## config.mk

```make
export PLATFORM = sky130hd
export DESIGN_NAME = spmv_row_accum
export DESIGN_NICKNAME = d
export VERILOG_FILES = /design/src/rtl/spmv_pkg.sv /design/src/rtl/spmv_row_accum.sv
export SDC_FILE = /design/constraint.sdc
export NUM_CORES = 1
export LEC_CHECK = 0
export CORE_MARGIN = 5
export CORE_UTILIZATION = 33
export CTS_CLUSTER_SIZE = 14
export DETAILED_ROUTE_END_ITERATION = 8
export PLACE_DENSITY_LB_ADDON = 0.12
export SETUP_SLACK_MARGIN = 0.15
export SYNTH_ARGS = -nofsm -noshare
export SYNTH_HDL_FRONTEND = slang
export SYNTH_SLANG_ARGS = --single-unit
export TNS_END_PERCENT = 20
```

## constraint.sdc

```tcl
create_clock -name i_clk -period 1.3 [get_ports i_clk]
set_input_delay 0.195 -clock i_clk [delete_from_list [all_inputs] [get_ports i_clk]]
set_output_delay 0.195 -clock i_clk [all_outputs]
set_load 0.02 [all_outputs]
```

## src/rtl/spmv_pkg.sv

```systemverilog
// Shared definitions for the SpMV fp16 datapath blocks.
package spmv_pkg;

  localparam logic [15:0] FP16_ZERO     = 16'h0000;
  localparam int          ROW_W_DEFAULT = 4;

  typedef enum logic [1:0] {
    IDLE,
    ACCUM,
    FLUSH
  } acc_state_t;

endpackage

```

## src/rtl/spmv_row_accum.sv

```systemverilog
// Row-accumulation controller: steers fp16 products into an external registered adder
// and emits one row sum per row through a valid/ready output.
module spmv_row_accum
  import spmv_pkg::*;
#(
  parameter int ROW_W  = ROW_W_DEFAULT,
  parameter int N_ROWS = 16
) (
  input  logic             i_clk,
  input  logic             i_rstn,
  input  logic             i_prod_valid,
  output logic             o_prod_ready,
  input  logic [15:0]      i_prod_data,
  input  logic             i_prod_last,
  input  logic [ROW_W-1:0] i_prod_row,
  output logic [15:0]      o_add_a,
  output logic [15:0]      o_add_b,
  input  logic [15:0]      i_add_result,
  output logic             o_sum_valid,
  input  logic             i_sum_ready,
  output logic [15:0]      o_sum_data,
  output logic [ROW_W-1:0] o_sum_row,
  output logic             o_frame_done,
  output logic             o_busy
);

  localparam logic [ROW_W-1:0] LAST_ROW = ROW_W'(N_ROWS - 1);

  acc_state_t       state_reg;
  logic             first_reg;
  logic [ROW_W-1:0] pend_row_reg;
  logic [ROW_W-1:0] row_cnt_reg;
  logic             beat;
  logic             sum_accept;

  // A beat is refused during FLUSH and while a held sum blocks the output.
  assign o_prod_ready = (state_reg != FLUSH) && (!o_sum_valid || i_sum_ready);
  assign beat         = i_prod_valid && o_prod_ready;
  assign sum_accept   = o_sum_valid && i_sum_ready;
  assign o_busy       = (state_reg != IDLE) || o_sum_valid;

  // Without a beat the adder sees result + 0, so its register holds the partial sum.
  always_comb begin
    o_add_a = FP16_ZERO;
    o_add_b = i_add_result;
    if (beat) begin
      o_add_a = i_prod_data;
      if (first_reg) begin
        o_add_b = FP16_ZERO;
      end
    end
  end

  always_ff @(posedge i_clk or negedge i_rstn) begin
    if (!i_rstn) begin
      state_reg    <= IDLE;
      first_reg    <= 1'b1;
      pend_row_reg <= '0;
      row_cnt_reg  <= '0;
      o_sum_valid  <= 1'b0;
      o_sum_data   <= FP16_ZERO;
      o_sum_row    <= '0;
      o_frame_done <= 1'b0;
    end else begin
      o_frame_done <= 1'b0;
      if (sum_accept) begin
        o_sum_valid <= 1'b0;
        if (row_cnt_reg == LAST_ROW) begin
          row_cnt_reg  <= '0;
          o_frame_done <= 1'b1;
        end else begin
          row_cnt_reg <= row_cnt_reg + 1'b1;
        end
      end

      case (state_reg)
        IDLE, ACCUM: begin
          if (beat) begin
            first_reg <= 1'b0;
            if (i_prod_last) begin
              state_reg    <= FLUSH;
              pend_row_reg <= i_prod_row;
            end else begin
              state_reg <= ACCUM;
            end
          end
        end
        // The adder register now holds the complete row sum; a capture here
        // overrides a same-cycle accept so valid stays high.
        FLUSH: begin
          o_sum_data  <= i_add_result;
          o_sum_row   <= pend_row_reg;
          o_sum_valid <= 1'b1;
          first_reg   <= 1'b1;
          state_reg   <= IDLE;
        end
        default: state_reg <= IDLE;
      endcase
    end
  end

endmodule

```

==> out/metrics.yaml <==
synthXorXnorAreaFrac_pct: 0.562
crit_family: "flip-flops"
cap_violations: 0
syn-cell-area_mm2: 0.00156
vias: 1363
synth_edf_count: 0
synth_compound_area_share_pct: 3.05
clk-insertion-delay-late_ns: 0.28
yosysWarnings: 0
stdcell_count: 291
most-common-layout-cells: "38 x clkdlybuf4s50_1, 37 x buf_6, 31 x dfrtp_1"
grt_pass1_wl_um: 7310
power.density_mw_per_mm2: 1420
antenna_cells: 0
fp.dieArea_mm2: 0.00620
dr.pass1.iters: 4
cts_tree: "done"
grt_pass1_vias: 1506
irDropWorstVdd_v: 0.000871
synth-simple-area-share_pct: 20.7
placed_cells: 281
fin_nets: 279
regMostFlops: "o_sum_data"
cp_cell_sequence: "nand2b_4 > nand4_4 > buf_6 > and2_4 > buf_6"
fp.dieH_um: 78.7
ios: 97
cts_root_buf: "clkbuf_8"
syn_to_final_growth_pct: 83.7
min_path_type: "primary input to asynchronous set/reset pin"
worst_slack_ns: -0.284
critPathBufInv: 2
synth_area_per_cell_um2: 12.7
post-route-period-util_pct: 122
clock_skew_ns: 0.00534
finalCriticalPeriod_ns: 1.58
worstPathMaxFanout: 8
synthArstFlopShare_pct: 100
slew_violations: 0
crit_path_top_delay_cell: "dfrtp_1"
initial_core_util_pct: 33.4
cts_htree_levels: 2
grt_max_degree: 34
final_common_cell: "clkdlybuf4s50_1"
synth_top_family_by_area: "simple AND/OR/NAND/NOR gates"
grt_overflow: 0
grt_setup_unrepaired: "yes"
portBuffers: 96
synth_fa_ha_area_share_pct: 0.803
largest_register_ffs: 16
synth_mux_area_share_pct: 18.1
slew_headroom_pct: 82.7
antenna_found_initial: 0
routedWlPerCell_um: 15.5
cts_buffer_depth: 2
critPathLaunchType: "register"
status: "complete, but fails checks"
finalHoldViolCount: 0
core_area_mm2: 0.00466
yosysSeqAreaShare_pct: 53.0
clock_sinks: 33
dpl_cell_area_mm2: 0.00268
drive_above_1_share_pct: 60.8
final_area_mm2: 0.00286
p_leak_nw: 1.33
cts_buffers: 5
ant_nets: 0
setup_violations: 38
via_per_inst: 4.68
synthFlopType: "dfrtp_1"
syn_nets: 165
holdWs_ns: 0.282
track_usage_pct: 15.2
routed_wl_um: 4510
routabilityCongestion: 0.686
cp_data_arrival_time_ns: 1.39
ys_types: 28
tightestPinTransition_ns: 0.260
endpoint_kind: "primary output"
hpwl_um: 3410
path_clk_slew_ns: 0.07
clock.fmax_mhz: 631
critPathKind: "register to primary output"
crit_top_cell: "buf_6"
row_count: 25
violations: "setup timing"
crit_required_ns: 1.11
synth-seq-cells: 33
syn_inst: 123
critPathMaxStageDelay_ns: 0.42
die_x_um: 78.7
drt_iter0_markers: 34
remaining_drc_errors: 0
cells in the mapped netlist (all sizes together) (2+ instances only):
| cell | instances | area share, % |
|---|---|---|
| and2 | 32 | 14 |
| a21oi | 3 | 1.2 |
| nand4 | 2 | 1.2 |
| dfrtp | 32 | 51 |
| nand2 | 3 | 0.72 |
| nand2b | 2 | 1.3 |
| nand3 | 3 | 0.96 |
| mux2 | 25 | 18 |
| inv | 3 | 0.72 |
| buf | 5 | 2.8 |
kinds of logic (layout without fill, tap and decap cells):
family | after synthesis | count (layout)
AO/OA/AOI/OAI | 7 | 7
XOR/XNOR | 1 | 1
adder cells (fa/ha/maj) | 1 | 1
buffers and inverters | 9 | 121
flip-flops | 33 | 33
multiplexers | 25 | 25
AND/OR/NAND/NOR | 47 | 49
layer usage:
| layer | up-vias | GRT usage [%] | share of wire [%] |
|---|---|---|---|
| met2 | 73 | 26.7 | 52 |
| met3 | 5 | 6.12 | 10 |
| met1 | 645 | 17.0 | 37 |
| met5 | - | 0 | 0 |
| li1 | 640 | - | - |
| met4 | 0 | 4.20 | 0.69 |
stage by stage:
stage / setup WS, ns / setup TNS, ns / utilization [%] / total power, W
after CTS: -0.304 / -9.53 / 62.6 / 0.00417
after floorplan: -0.0372 / -0.484 / - / 0.00245
after global routing: -0.339 / -10.68 / 61.4 / 0.00435
after global placement: -0.772 / -26.40 / 57.5 / 0.00335
final: -0.284 / -8.66 / 61.4 / 0.00407
after detailed placement: -0.790 / -26.77 / 57.5 / 0.00341
cell type report:
class / count / area (um2)
clock buffers: 6 / 72.6
clock inverters: 1 / 5.00
fillers: 399 / 1800
inverters: 3 / 11.3
multi-input cells: 83 / 792
flip-flops and latches: 33 / 828
well taps: 54 / 67.6
repair buffers: 111 / 1090
power breakdown:
group          internal, W  total [W]  switching (W)
Combinational     0.000955    0.00180       0.000844
Sequential         0.00136    0.00156       0.000210
Clock             0.000363   0.000707       0.000343
timing repair:
item	4_1_cts	5_1_grt
hold buffers	0	0
buffers inserted	1	0
cloned	2	0
pin swaps	25	2
setup endpoints to repair	81	76
resized for setup	291	24
worst paths after layout:
| check | endpoint | start | cells after the start | slack, ns |
|---|---|---|---|---|
| hold reg to reg | o_sum_data[9]$_DFFE_PN0P_ | o_sum_data[9]$_DFFE_PN0P_ | 1 | 0.50 |
| max in group asynchronous | first_reg$_DFFE_PN1P_ | i_rstn | 2 | 0.77 |
| setup / recovery | o_add_b[6] | state_reg[1]$_DFFE_PN0P_ | 5 | -0.28 |
| hold / removal | o_sum_data[15]$_DFFE_PN0P_ | i_rstn | 2 | 0.28 |
| setup reg to reg | pend_row_reg[1]$_DFFE_PN0P_ | o_sum_valid$_DFFE_PN0P_ | 6 | -0.07 |
| min in group i_clk | state_reg[0]$_DFFE_PN0P_ | i_prod_valid | 3 | 0.44 |
Note: power is estimated with default switching activity, not from simulation.
